<file path="src/rtl/mem_dump_if.sv">
// Single-port BSRAM read bus between the dump engine (master) and the memory (slave).
interface mem_dump_if;
    logic        mem_ce;
    logic        mem_wre;
    logic [10:0] mem_ad;
    logic [15:0] mem_dout;

    modport master (output mem_ce, output mem_wre, output mem_ad, input  mem_dout);
    modport slave  (input  mem_ce, input  mem_wre, input  mem_ad, output mem_dout);
endinterface

</file>
<file path="src/rtl/mem_dump.sv">
// Reads BSRAM words start_addr..end_addr (wrapping at 0x7FF) and sends each as two 8N1 UART bytes.
// Define MEM_DUMP_CHECKSUM_EN to append one mod-256 sum byte of all data bytes after the last word.
module mem_dump #(
    parameter int CLK_HZ = 27000000,
    parameter int BAUD   = 115200
) (
    input  logic             clk,
    input  logic             rst,
    input  logic             start,
    input  logic [10:0]      start_addr,
    input  logic [10:0]      end_addr,
    mem_dump_if.master       mem,
    output logic             tx,
    output logic             busy,
    output logic             done
);
    localparam int              CLKS_PER_BIT = CLK_HZ / BAUD;
    localparam int              BAUD_W       = (CLKS_PER_BIT > 1) ? $clog2(CLKS_PER_BIT) : 1;
    localparam logic [BAUD_W-1:0] BAUD_LAST  = BAUD_W'(CLKS_PER_BIT - 1);
    localparam logic [3:0]      BIT_LAST     = 4'd9;
    localparam logic [9:0]      LINE_IDLE    = '1;

    typedef enum logic [2:0] {
        S_IDLE, S_ADDR, S_CAPTURE, S_SEND_HI, S_SEND_LO, S_NEXT, S_FINISH
`ifdef MEM_DUMP_CHECKSUM_EN
        , S_CSUM
`endif
    } state_e;

    state_e              state_q, state_d;
    logic [10:0]         cur_addr_q, cur_addr_d;
    logic [10:0]         end_addr_q, end_addr_d;
    logic [7:0]          lo_byte_q, lo_byte_d;
    logic [9:0]          shift_q, shift_d;
    logic [BAUD_W-1:0]   baud_cnt_q, baud_cnt_d;
    logic [3:0]          bit_cnt_q, bit_cnt_d;
    logic                sending, bit_end, frame_end;
`ifdef MEM_DUMP_CHECKSUM_EN
    logic [7:0]          csum_q, csum_d;
`endif

    // NOTE: sequential state uses non-blocking assignments only, so every register
    // samples the previous cycle's values regardless of statement order.
    always_ff @(posedge clk) begin
        if (rst) begin
            state_q    <= S_IDLE;
            cur_addr_q <= '0;
            end_addr_q <= '0;
            lo_byte_q  <= '0;
            shift_q    <= LINE_IDLE;
            baud_cnt_q <= '0;
            bit_cnt_q  <= '0;
`ifdef MEM_DUMP_CHECKSUM_EN
            csum_q     <= '0;
`endif
        end else begin
            state_q    <= state_d;
            cur_addr_q <= cur_addr_d;
            end_addr_q <= end_addr_d;
            lo_byte_q  <= lo_byte_d;
            shift_q    <= shift_d;
            baud_cnt_q <= baud_cnt_d;
            bit_cnt_q  <= bit_cnt_d;
`ifdef MEM_DUMP_CHECKSUM_EN
            csum_q     <= csum_d;
`endif
        end
    end

`ifdef MEM_DUMP_CHECKSUM_EN
    assign sending = (state_q == S_SEND_HI) || (state_q == S_SEND_LO) || (state_q == S_CSUM);
`else
    assign sending = (state_q == S_SEND_HI) || (state_q == S_SEND_LO);
`endif
    assign bit_end   = (baud_cnt_q == BAUD_LAST);
    assign frame_end = bit_end && (bit_cnt_q == BIT_LAST);

    // NOTE: every next-state signal gets its hold value first so no path leaves one
    // unassigned, which would otherwise infer a latch.
    always_comb begin
        state_d    = state_q;
        cur_addr_d = cur_addr_q;
        end_addr_d = end_addr_q;
        lo_byte_d  = lo_byte_q;
        shift_d    = shift_q;
        baud_cnt_d = baud_cnt_q;
        bit_cnt_d  = bit_cnt_q;
`ifdef MEM_DUMP_CHECKSUM_EN
        csum_d     = csum_q;
`endif

        // Shift register holds {stop, data, start}; ones shift in so the line idles high.
        if (sending) begin
            if (bit_end) begin
                baud_cnt_d = '0;
                bit_cnt_d  = frame_end ? 4'd0 : bit_cnt_q + 4'd1;
                shift_d    = {1'b1, shift_q[9:1]};
            end else begin
                baud_cnt_d = baud_cnt_q + 1'b1;
            end
        end

        unique case (state_q)
            S_IDLE: begin
                if (start) begin
                    cur_addr_d = start_addr;
                    end_addr_d = end_addr;
`ifdef MEM_DUMP_CHECKSUM_EN
                    csum_d     = '0;
`endif
                    state_d    = S_ADDR;
                end
            end
            S_ADDR:    state_d = S_CAPTURE;
            S_CAPTURE: begin
                lo_byte_d  = mem.mem_dout[7:0];
                shift_d    = {1'b1, mem.mem_dout[15:8], 1'b0};
                baud_cnt_d = '0;
                bit_cnt_d  = '0;
`ifdef MEM_DUMP_CHECKSUM_EN
                csum_d     = csum_q + mem.mem_dout[15:8] + mem.mem_dout[7:0];
`endif
                state_d    = S_SEND_HI;
            end
            S_SEND_HI: begin
                if (frame_end) begin
                    shift_d = {1'b1, lo_byte_q, 1'b0};
                    state_d = S_SEND_LO;
                end
            end
            S_SEND_LO: begin
                if (frame_end) state_d = S_NEXT;
            end
            S_NEXT: begin
                if (cur_addr_q == end_addr_q) begin
`ifdef MEM_DUMP_CHECKSUM_EN
                    shift_d    = {1'b1, csum_q, 1'b0};
                    baud_cnt_d = '0;
                    bit_cnt_d  = '0;
                    state_d    = S_CSUM;
`else
                    state_d    = S_FINISH;
`endif
                end else begin
                    cur_addr_d = cur_addr_q + 11'd1;
                    state_d    = S_ADDR;
                end
            end
`ifdef MEM_DUMP_CHECKSUM_EN
            S_CSUM: begin
                if (frame_end) state_d = S_FINISH;
            end
`endif
            S_FINISH:  state_d = S_IDLE;
            default:   state_d = S_IDLE;
        endcase
    end

    assign mem.mem_ce  = (state_q == S_ADDR);
    assign mem.mem_wre = 1'b0;
    assign mem.mem_ad  = cur_addr_q;
    assign tx          = shift_q[0];
    assign busy        = (state_q != S_IDLE) && (state_q != S_FINISH);
    assign done        = (state_q == S_FINISH);
endmodule
</file>
<file path="src/flat_wrapper.sv">
// flat-port wrapper written by rule: the top's interface ports become plain ports
module mem_dump_flat 
#(
    parameter int CLK_HZ = 27000000,
    parameter int BAUD   = 115200
)
  (clk, rst, start, start_addr, end_addr, tx, busy, done, mem_mem_ce, mem_mem_wre, mem_mem_ad, mem_mem_dout);
  mem_dump_if mem_i ();
  input  logic clk;
  input  logic rst;
  input  logic start;
  input  logic [10:0] start_addr;
  input  logic [10:0] end_addr;
  output logic tx;
  output logic busy;
  output logic done;
  output wire logic [$bits(mem_i.mem_ce)-1:0] mem_mem_ce;
  output wire logic [$bits(mem_i.mem_wre)-1:0] mem_mem_wre;
  output wire logic [$bits(mem_i.mem_ad)-1:0] mem_mem_ad;
  input wire logic [$bits(mem_i.mem_dout)-1:0] mem_mem_dout;
  assign mem_mem_ce = mem_i.mem_ce;
  assign mem_mem_wre = mem_i.mem_wre;
  assign mem_mem_ad = mem_i.mem_ad;
  assign mem_i.mem_dout = mem_mem_dout;
  mem_dump #(.CLK_HZ(CLK_HZ), .BAUD(BAUD)) u_core (.clk(clk), .rst(rst), .start(start), .start_addr(start_addr), .end_addr(end_addr), .mem(mem_i), .tx(tx), .busy(busy), .done(done));
endmodule
</file>
<file path="config.mk">
export PLATFORM = sky130hd
export DESIGN_NAME = mem_dump_flat
export DESIGN_NICKNAME = d
export VERILOG_FILES = /design/src/rtl/mem_dump_if.sv /design/src/rtl/mem_dump.sv /design/src/flat_wrapper.sv
export SDC_FILE = /design/constraint.sdc
export NUM_CORES = 1
export LEC_CHECK = 0
export CORE_ASPECT_RATIO = 0.6
export CORE_MARGIN = 3
export CORE_UTILIZATION = 46
export CTS_BUF_LIST = sky130_fd_sc_hd__clkbuf_16
export DETAILED_ROUTE_END_ITERATION = 16
export PLACE_DENSITY = 0.75
export SETUP_SLACK_MARGIN = 0.02
export SLEW_MARGIN = 20
export SYNTH_ARGS = -nofsm -noshare
export SYNTH_HDL_FRONTEND = slang
export SYNTH_SLANG_ARGS = --single-unit
</file>
<file path="constraint.sdc">
create_clock -name clk -period 2.1 [get_ports clk]
set_clock_uncertainty 0.1 [all_clocks]
set_input_delay 0.42 -clock clk [delete_from_list [all_inputs] [get_ports clk]]
set_output_delay 0.42 -clock clk [all_outputs]
set_load 0.02 [all_outputs]
</file>
==> reports/qor.txt, run 1 <==
Crit Path Class - reg -> out
Post-route DRC - 0
core area - 0.00578 mm²
Yosys top cell area share - 38.6%
Die ar. - 0.00721 mm²
vias - 2733
die width - 108 µm
nature of the critical path startpoint - register
Fmax - 497 MHz
Synth area leaders - dfxtp_1 (39%), nand2_1 (7.0%), mux2i_1 (6.0%), xor2_1 (4.6%), a21oi_1 (4.4%)
Worst Path Required - 1.58 ns
I/O pin cnt - 57
Synth Area in Simple Gates - 24.3%
setup TNS - 0 ns
gp weighted congestion - 0.910
largest family of logic cells by synthesized area - simple AND/OR/NAND/NOR gates
Final min period - 2.01 ns
Final WS setup - 0.0878 ns
hold_ws - 0.359 ns
Final Power - 0.00344 W
pwr/cell area - 899 mW/mm²
final hold violations - 0
adder-cell area share of the yosys netlist - 2.19%
# hold bufs at CTS - 0
XOR/XNOR Fraction of Synth Area - 7.07%
Lkg Pwr - 1.48 nW
per-cell routed wire length - 16.2 µm
# Max-Cap Violations - 0
starting DRC count in detailed routing - 230
Rows - 21
Clock transition at path regs - 0.07 ns
Root Buffer - clkbuf_16
net count of the mapped netlist - 387
Critical Path AT - 1.49 ns
GRT Total Usage - 23.1%
# diodes - 0
Post-Syn Instances - 341
post-synthesis sequential area ratio - 38.6%
routed wire length - 8.03 mm
largest net degree at the start of global routing - 53
effective utilization at floorplan - 49.3%
PortBufs - 55
asr flop ratio synth - 0%
Clock Latency Late Sink - 0.29 ns
die span in y - 67.0 µm
Num Clock Sinks - 55
final setup vio count - 0
hold crit path type - reg -> reg
Netlist cell types - 50
total placed cells including tap cells - 482
CP peak stage delay - 0.61 ns
Seq cells post-synth - 55
Post-synth EDFFs - 0
CP cell instances - buf_4, clkdlybuf4s50_1
Post-DP HPWL - 5.73 mm
H-tree lvl count - 2
Post-synth top flop - dfxtp_1
post-route clock period utilization - 95.8%
NumNets Final - 460
total grt overflow - 0
first-pass GRT wire length - 13.0 mm
layout cells sized above 1 - 15.2%
Max Slew Vio Count - 0
crit path max fanout - 5
worst vdd ir - 459 µV
initial antenna violation count - 0
number of vias per cell - 5.52
mux contribution to synthesized area - 6.37%
1st-pass router iterations - 5
P&R area growth vs syn - 34.4%
number of global-route vias before repair - 2636
synthesized cell area - 0.00285 mm²
CP max-delay cell - clkdlybuf4s50_1
Max Root-Sink Buffers - 2
Synth Area in Compound Gates - 16.8%
ANT nets after route - 0
synthesized area per cell - 8.36 µm²
TritonCTS clock tree - done
Inserted Clock Buffers - 5
Critical Path Sink Type - output pin
unrepaired setup endpoints after global routing - true
status - complete, no violations
dpl ws - -0.0773 ns
number of synthesis warnings - 0
Post-Layout Cell Count - 495
Synth area leader - dfxtp_1
-- cell usage in the layout, fill, tap and decap left out, types with 7 or more instances in the layout --
cell,n
a221oi_1,9
o21ai_1,7
nand2_1,53
buf_4,31
nor3_1,10
a21oi_1,25
mux2i_1,17
nand2b_1,10
xnor2_1,8
nor2_1,33
dfxtp_1,50
clkdlybuf4s50_1,51
xor2_1,15
nand3_1,8
-- synthesized netlist by cell type, types with 6 or more instances --
library cell,number
nor3_1,10
a21oi_1,25
xnor2_1,8
dfxtp_1,55
a221oi_1,9
nand3_1,8
o21ai_1,7
clkbuf_1,12
nor2_1,33
a211o_1,6
xor2_1,15
nand2_1,53
nor4_1,8
mux2i_1,17
nand2b_1,10
-- final timing paths --
path / slack, ns / cells past startpoint / startpoint / endpoint
worst max-delay path: 0.09 / 2 / u_core.mem.mem_ad[5] / mem_mem_ad[5]
worst min register to register: 0.36 / 2 / u_core.lo_byte_q[1] / u_core.lo_byte_q[1]
worst max register to register: 0.13 / 5 / u_core.state_q[1] / u_core.shift_q[9]
worst min-delay path: 0.36 / 2 / u_core.lo_byte_q[1] / u_core.lo_byte_q[1]
-- kinds of logic (layout without fill, tap and decap cells) --
logic type	after synthesis	after routing
XOR/XNOR	23	23
AO/OA/AOI/OAI	67	67
other	1	1
AND/OR/NAND/NOR	145	145
buffers and inverters	27	101
adder cells (fa/ha/maj)	5	5
multiplexers	18	18
flip-flops	55	55
-- power by group --
| group | total [W] | switching (W) | internal (W) |
|---|---|---|---|
| logic | 0.00127 | 0.000688 | 0.000581 |
| clock network | 0.000834 | 0.000391 | 0.000443 |
| registers | 0.00134 | 0.000132 | 0.00121 |
-- worst max-delay path: cells and delay by family (launching register included) --
family                 cells  cell delay, ns
buffers and inverters      2            0.78
DFF                        1            0.42
-- metal layers --
layer  GRT usage [%]  share of wire (%)  vias to the layer above
met4            5.67               0.92                        0
met2            33.3                 41                      108
met1            33.7                 49                     1271
li1                -                  -                     1344
met3            6.39                9.4                       10
met5               0                  0                        -
-- sequential cells by signal (all words and copies together) (netlist names) --
signal and flops:
u_core.end_addr_q 11, u_core.mem.mem_ad 11, u_core.shift_q 10, u_core.baud_cnt_q 8
u_core.lo_byte_q 8, u_core.bit_cnt_q 4, u_core.state_q 3
-- cell type report --
type | instances | area [µm²]
fillers | 474 | 1950
multi-input cells | 259 | 1640
flip-flops and latches | 55 | 1110
repair buffers | 88 | 815
clock buffers | 5 | 125
well taps | 80 | 100
clock inverters | 3 | 20.0
inverters | 5 | 18.8
-- what timing repair did --
item / in CTS / in global routing
buffers inserted: 1 / 4
resized for setup: 6 / 6
setup endpoints to repair: 12 / 28
pin swaps: 1 / 3
-- metrics by stage --
step                      utilization (%)  instance area [µm²]
after floorplan                         -                 2850
after global placement               62.6                 3620
after detailed placement             62.6                 3620
after CTS                            65.4                 3780
after global routing                 66.3                 3830
final                                66.3                 3830
Power figures use the tool's default switching activity.
==> run 2, diff against run 1 <==
==> constraint.sdc (replaced) <==
create_clock -name clk -period 2.1 [get_ports clk]
set_clock_uncertainty 0.1 [all_clocks]
set_input_delay 0.315 -clock clk [delete_from_list [all_inputs] [get_ports clk]]
set_output_delay 0.315 -clock clk [all_outputs]
set_load 0.02 [all_outputs]
==> reports/qor.txt, run 2 (same netlist as run 1, synthesis figures left out) <==
I/O pin cnt - 57 (unchanged)
Lkg Pwr - 1.47 nW (-0.69%)
Post-DP HPWL - 5.98 mm (+4.4%)
Clock Latency Late Sink - 0.29 ns (about the same)
Critical Path Sink Type - register
met3 wire len - 723 µm (-3.9%)
Crit Path Class - reg -> reg
CP peak stage delay - 0.50 ns (-0.11 ns)
Flop pwr share - 39.0% (about the same)
hold crit path type - in -> reg
P_sw - 0.00117 W (-3.0%)
Post-Layout Cell Count - 489 (-1.2%)
Critical Path AT - 2.16 ns (+0.67 ns)
setup TNS - 0 ns (unchanged)
first-pass GRT wire length - 12.9 mm (-0.95%)
H-tree lvl count - 2 (unchanged)
met2 WL - 3.26 mm (-0.40%)
layout cells sized above 1 - 13.7% (-1.5 points)
post-route met1 wirelength - 3.97 mm (+0.97%)
final hold violations - 0 (unchanged)
largest net degree at the start of global routing - 32 (-40%)
crit path max fanout - 4 (-1)
fill cell total of the finished layout - 504 (+6.3%)
Max Root-Sink Buffers - 2 (unchanged)
WHS Path Cells - 3 (+1)
status - complete, no violations
effective utilization at floorplan - 49.3% (unchanged)
unrepaired setup endpoints after global routing - false
Root Buffer - clkbuf_16
Num Clock Sinks - 55 (unchanged)
PortBufs - 55 (unchanged)
most common cell after layout, fill and taps aside - nand2_1
nature of the critical path startpoint - register
FF-to-FF path depth - 6 (+1)
Final min period - 2.03 ns (+0.0185 ns)
# Max-Cap Violations - 0 (unchanged)
# diodes - 0 (unchanged)
switching share of power - 33.6% (-1.6 points)
highest-count cells in the layout ignoring fill and taps - nand2_1 (53), clkdlybuf4s50_1 (51), dfxtp_1 (50)
total grt overflow - 0 (unchanged)
starting DRC count in detailed routing - 169 (-27%)
vias - 2784 (+1.9%)
final setup vio count - 0 (unchanged)
number of vias per cell - 5.69 (+3.1%)
reg2reg setup slack - 0.07 ns (-0.06 ns)
pwr/cell area - 919 mW/mm² (+2.3%)
number of global-route vias before repair - 2534 (-3.9%)
NumNets Final - 454 (-1.3%)
TritonCTS clock tree - done
ANT nets after route - 0 (unchanged)
worst reg2reg path startpoint - u_core.mem.mem_ad[1]
CP cell instances - ha_1, nand4_1, nor3_1, xnor2_1, a211o_1, mux2i_1
Max Slew Vio Count - 0 (unchanged)
post-route clock period utilization - 96.7% (+0.88 points)
worst vdd ir - 482 µV (+5.0%)
Int Power - 0.00232 W (+4.1%)
P&R area growth vs syn - 33.5%
combinational share of power - 34.1% (-2.7 points)
GRT Total Usage - 23.1% (-0.063 points)
Die ar. - 0.00721 mm² (unchanged)
Post-route DRC - 0 (unchanged)
Clock power frac - 26.9% (+2.7 points)
total placed cells including tap cells - 480 (-0.41%)
CP max-delay cell - dfxtp_1
gp weighted congestion - 0.868 (-4.6%)
core area - 0.00578 mm² (unchanged)
crit path launch - u_core.mem.mem_ad[1]
Inserted Clock Buffers - 5 (unchanged)
initial antenna violation count - 0 (unchanged)
per-cell routed wire length - 16.4 µm (+1.3%)
die span in y - 67.0 µm (unchanged)
1st-pass router iterations - 4 (-1)
uppermost layer routed - met4
Clock transition at path regs - 0.07 ns (about the same)
routed wire length - 8.03 mm (about the same)
die width - 108 µm (unchanged)
reg-to-reg endpoint - u_core.mem.mem_ad[10]
Fmax - 492 MHz (-0.91%)
Rows - 21 (unchanged)
WHS Endpoint - u_core.baud_cnt_q[5]
min-delay src - rst
Worst Path Required - 2.23 ns (+0.65 ns)
==> run 2: cell count changes in the layout (fill, tap and decap cells not counted), sizes merged <==
cell,change
dlygate4sd2,-1
clkinvlp,-1
dlymetal6s2s,+1
bufinv,+1
buf,-6
==> run 2: worst max-delay path, delay by kind of cell, from the launching register on <==
family | cells | cell delay [ns]
adder cells (fa/ha/maj) | 1 | 0.29
AO/OA/AOI/OAI | 1 | 0.29
multiplexers | 1 | 0.12
XOR/XNOR | 1 | 0.11
flip-flops | 1 | 0.50
AND/OR/NAND/NOR | 2 | 0.56
==> run 2: layer usage <==
layer | global-route usage [%] | vias to the layer above
met3 | 5.13 | 13
met2 | 34.8 | 134
met4 | 4.88 | 0
met1 | 33.5 | 1304
li1 | - | 1333
met5 | 0 | -
==> run 2: worst max-delay path by stage <==
| stage | to | cells past startpoint | slack, ns |
|---|---|---|---|
| final | u_core.mem.mem_ad[10] | 6 | 0.07 |
| after floorplan | u_core.mem.mem_ad[1] | 5 | 0.02 |
| after global placement | u_core.mem.mem_ad[0] | 5 | 0.15 |
| after global routing | u_core.mem.mem_ad[7] | 7 | 0.02 |
| after CTS | u_core.mem.mem_ad[1] | 5 | 0.03 |
| after detailed placement | u_core.bit_cnt_q[3] | 6 | 0.06 |
==> run 2: power by group through the flow <==
stage | clock network (W) | registers [W] | logic (W)
after detailed placement | 0 | 0.00137 | 0.00116
after global routing | 0.000992 | 0.00138 | 0.00129
after floorplan | 0 | 0.00139 | 0.000644
final | 0.000939 | 0.00136 | 0.00119
after CTS | 0.000948 | 0.00135 | 0.00116
after global placement | 0 | 0.00136 | 0.00114
==> run 2: repair_timing <==
item,in CTS,in global routing
resized for setup,4,7
setup buffers,0,1
pin swaps,0,3
hold buffers,0,0
cloned,0,0
setup endpoints to repair,3,31
==> run 2: area by class of cell <==
type | count | area, µm² | share of cell area [%]
Clock buffer | 5 | 125 | 3.29
Clock inverter | 3 | 42.5 | 1.12
Inverter | 5 | 18.8 | 0.493
Multi-Input combinational cell | 259 | 1640 | 43.0
Sequential cell | 55 | 1110 | 29.1
Tap cell | 80 | 100 | 2.63
Timing Repair Buffer | 82 | 773 | 20.3
==> run 2: metrics by stage <==
stage          instance area, µm²  hold slack [ns]  total power [W]  util (%)  setup WS (ns)
4_1_cts                      3770            0.360          0.00346      65.3         0.0317
6_report                     3800            0.294          0.00350      65.8         0.0693
5_1_grt                      3800            0.311          0.00366      65.8         0.0246
3_3_place_gp                 3610            0.333          0.00251      62.4          0.148
3_5_place_dp                 3610            0.348          0.00253      62.4         0.0588
2_1_floorplan                2850            0.317          0.00204         -         0.0182
==> run 3, diff against run 2 <==
Settings changed: CORE_UTILIZATION 46 to 30, PLACE_DENSITY 0.75 to not set, SKIP_CTS_REPAIR_TIMING set to 1.
==> reports/qor.txt, run 3 (same netlist as run 1, synthesis figures left out) <==
status - complete, no violations
Die ar. - 0.0107 mm² (+49%)
H-tree lvl count - 2 (unchanged)
number of global-route vias before repair - 2370 (-6.5%)
unrepaired setup endpoints after global routing - false
final setup vio count - 0 (unchanged)
CP peak stage delay - 0.42 ns (-0.08 ns)
largest net degree at the start of global routing - 53 (+66%)
number of vias per cell - 4.89 (-14%)
register area - 0.00110 mm² (-0.34%)
Critical Path AT - 2.11 ns (-0.05 ns)
per-cell routed wire length - 14.8 µm (-9.8%)
Critical Path Sink Type - register
die width - 132 µm (+23%)
worst vdd ir - 381 µV (-21%)
layout cells sized above 1 - 14.3% (+0.63 points)
Lkg Pwr - 1.51 nW (+2.9%)
Int Power - 0.00225 W (-2.9%)
ANT nets after route - 0 (unchanged)
die span in y - 81.5 µm (+22%)
hold_ws - 0.359 ns (+0.0651 ns)
Crit path max-delay family - simple AND/OR/NAND/NOR gates
post-route clock period utilization - 94.3% (-2.4 points)
1st-pass router iterations - 4 (unchanged)
nature of the critical path startpoint - register
PortBufs - 55 (unchanged)
Worst Path Required - 2.23 ns (about the same)
Max Root-Sink Buffers - 2 (unchanged)
initial antenna violation count - 0 (unchanged)
# diodes - 0 (unchanged)
starting DRC count in detailed routing - 241 (+43%)
Max Slew Vio Count - 0 (unchanged)
Crit Path Class - reg -> reg
core area - 0.00888 mm² (+54%)
combinational share of power - 37.8% (+3.7 points)
final hold violations - 0 (unchanged)
I/O pin cnt - 57 (unchanged)
Clock Latency Late Sink - 0.30 ns (about the same)
gp weighted congestion - 0.865 (-0.36%)
effective utilization at floorplan - 32.1% (-17 points)
first-pass GRT wire length - 12.8 mm (-0.74%)
Post-route DRC - 0 (unchanged)
# Max-Cap Violations - 0 (unchanged)
Final min period - 1.98 ns (-0.0502 ns)
vias - 2633 (-5.4%)
GRT Total Usage - 15.2% (-7.9 points)
Root Buffer - clkbuf_16
Buf/Inv on CP - 0 (unchanged)
crit path max fanout - 4 (unchanged)
CP cell instances - ha_1, nand4_1, nor3_1, xnor2_1, a211o_1, mux2i_1
NumNets Final - 458 (+0.88%)
Flop pwr share - 38.3% (-0.7 points)
total grt overflow - 0 (unchanged)
P&R area growth vs syn - 36.7%
CP max-delay cell - dfxtp_1
P_sw - 0.00119 W (+1.8%)
Clock transition at path regs - 0.07 ns (about the same)
switching share of power - 34.6% (+1.1 points)
Inserted Clock Buffers - 5 (unchanged)
routed wire length - 7.97 mm (-0.80%)
Rows - 26 (+24%)
Multi-input gate area - 0.00166 mm² (+1.2%)
TritonCTS clock tree - done
fill cell total of the finished layout - 878 (+74%)
highest-count cells in the layout ignoring fill and taps - nand2_1 (53), dfxtp_1 (53), clkdlybuf4s50_1 (52)
total placed cells including tap cells - 531 (+11%)
Clock power frac - 23.9% (-3.0 points)
Post-DP HPWL - 6.10 mm (+1.9%)
Post-Layout Cell Count - 538 (+10%)
hold crit path type - reg -> reg
pwr/cell area - 885 mW/mm² (-3.6%)
Fmax - 505 MHz (+2.5%)
Num Clock Sinks - 55 (unchanged)
-- run 3: cell count changes in the layout (fill, tap and decap cells not counted), moves of 2 or more --
cell            before  now
buf_4               25   28
dfxtp_1             50   53
dfxtp_2              5    2
dlygate4sd2_1        2    0
dlymetal6s2s_1       1    3
-- run 3: power groups by stage --
stage	logic (W)	registers [W]	clock network [W]
6_report	0.00130	0.00132	0.000823
5_1_grt	0.00142	0.00134	0.000885
4_1_cts	0.00127	0.00132	0.000841
3_5_place_dp	0.00126	0.00134	0
3_3_place_gp	0.00125	0.00134	0
2_1_floorplan	0.000644	0.00139	0
-- run 3: path summary, 6_finish.rpt --
path                            slack, ns  cells after the start                     to                 start
worst min register to register       0.36                      2    u_core.lo_byte_q[1]   u_core.lo_byte_q[1]
worst max-delay path                 0.12                      6  u_core.mem.mem_ad[10]  u_core.mem.mem_ad[1]
worst max register to register       0.12                      6  u_core.mem.mem_ad[10]  u_core.mem.mem_ad[1]
worst min-delay path                 0.36                      2    u_core.lo_byte_q[1]   u_core.lo_byte_q[1]
-- run 3: area by class of cell --
type / count / share of cell area (%)
Timing Repair Buffer: 86 / 21.0
Clock buffer: 5 / 3.21
Inverter: 5 / 0.482
Tap cell: 126 / 4.05
Clock inverter: 2 / 0.353
Sequential cell: 55 / 28.3
Multi-Input combinational cell: 259 / 42.5
-- run 3: through the flow --
step	util, %	setup slack, ns	TNS [ns]	instance area [µm²]	power, W
floorplan	-	0.0182	0	2850	0.00204
global placement	41.7	0.140	0	3710	0.00259
detailed placement	41.7	0.102	0	3710	0.00260
CTS	43.3	-0.0928	-0.177	3840	0.00343
global route	43.9	0.0535	0	3900	0.00365
finish	43.9	0.119	0	3900	0.00345
-- run 3: worst min-delay path, cell delays in order, from the launching register on --
cell and delay (ns):
dfxtp_1 0.31, nand2_1 0.05, a21oi_1 0.05
-- run 3: routing by layer --
metal | GRT usage, % | up-vias | routed length, µm
li1 | - | 1340 | -
met1 | 24.7 | 1206 | 4460
met2 | 19.1 | 85 | 2960
met3 | 3.18 | 2 | 519
met4 | 4.30 | 0 | 29
met5 | 0 | - | 0
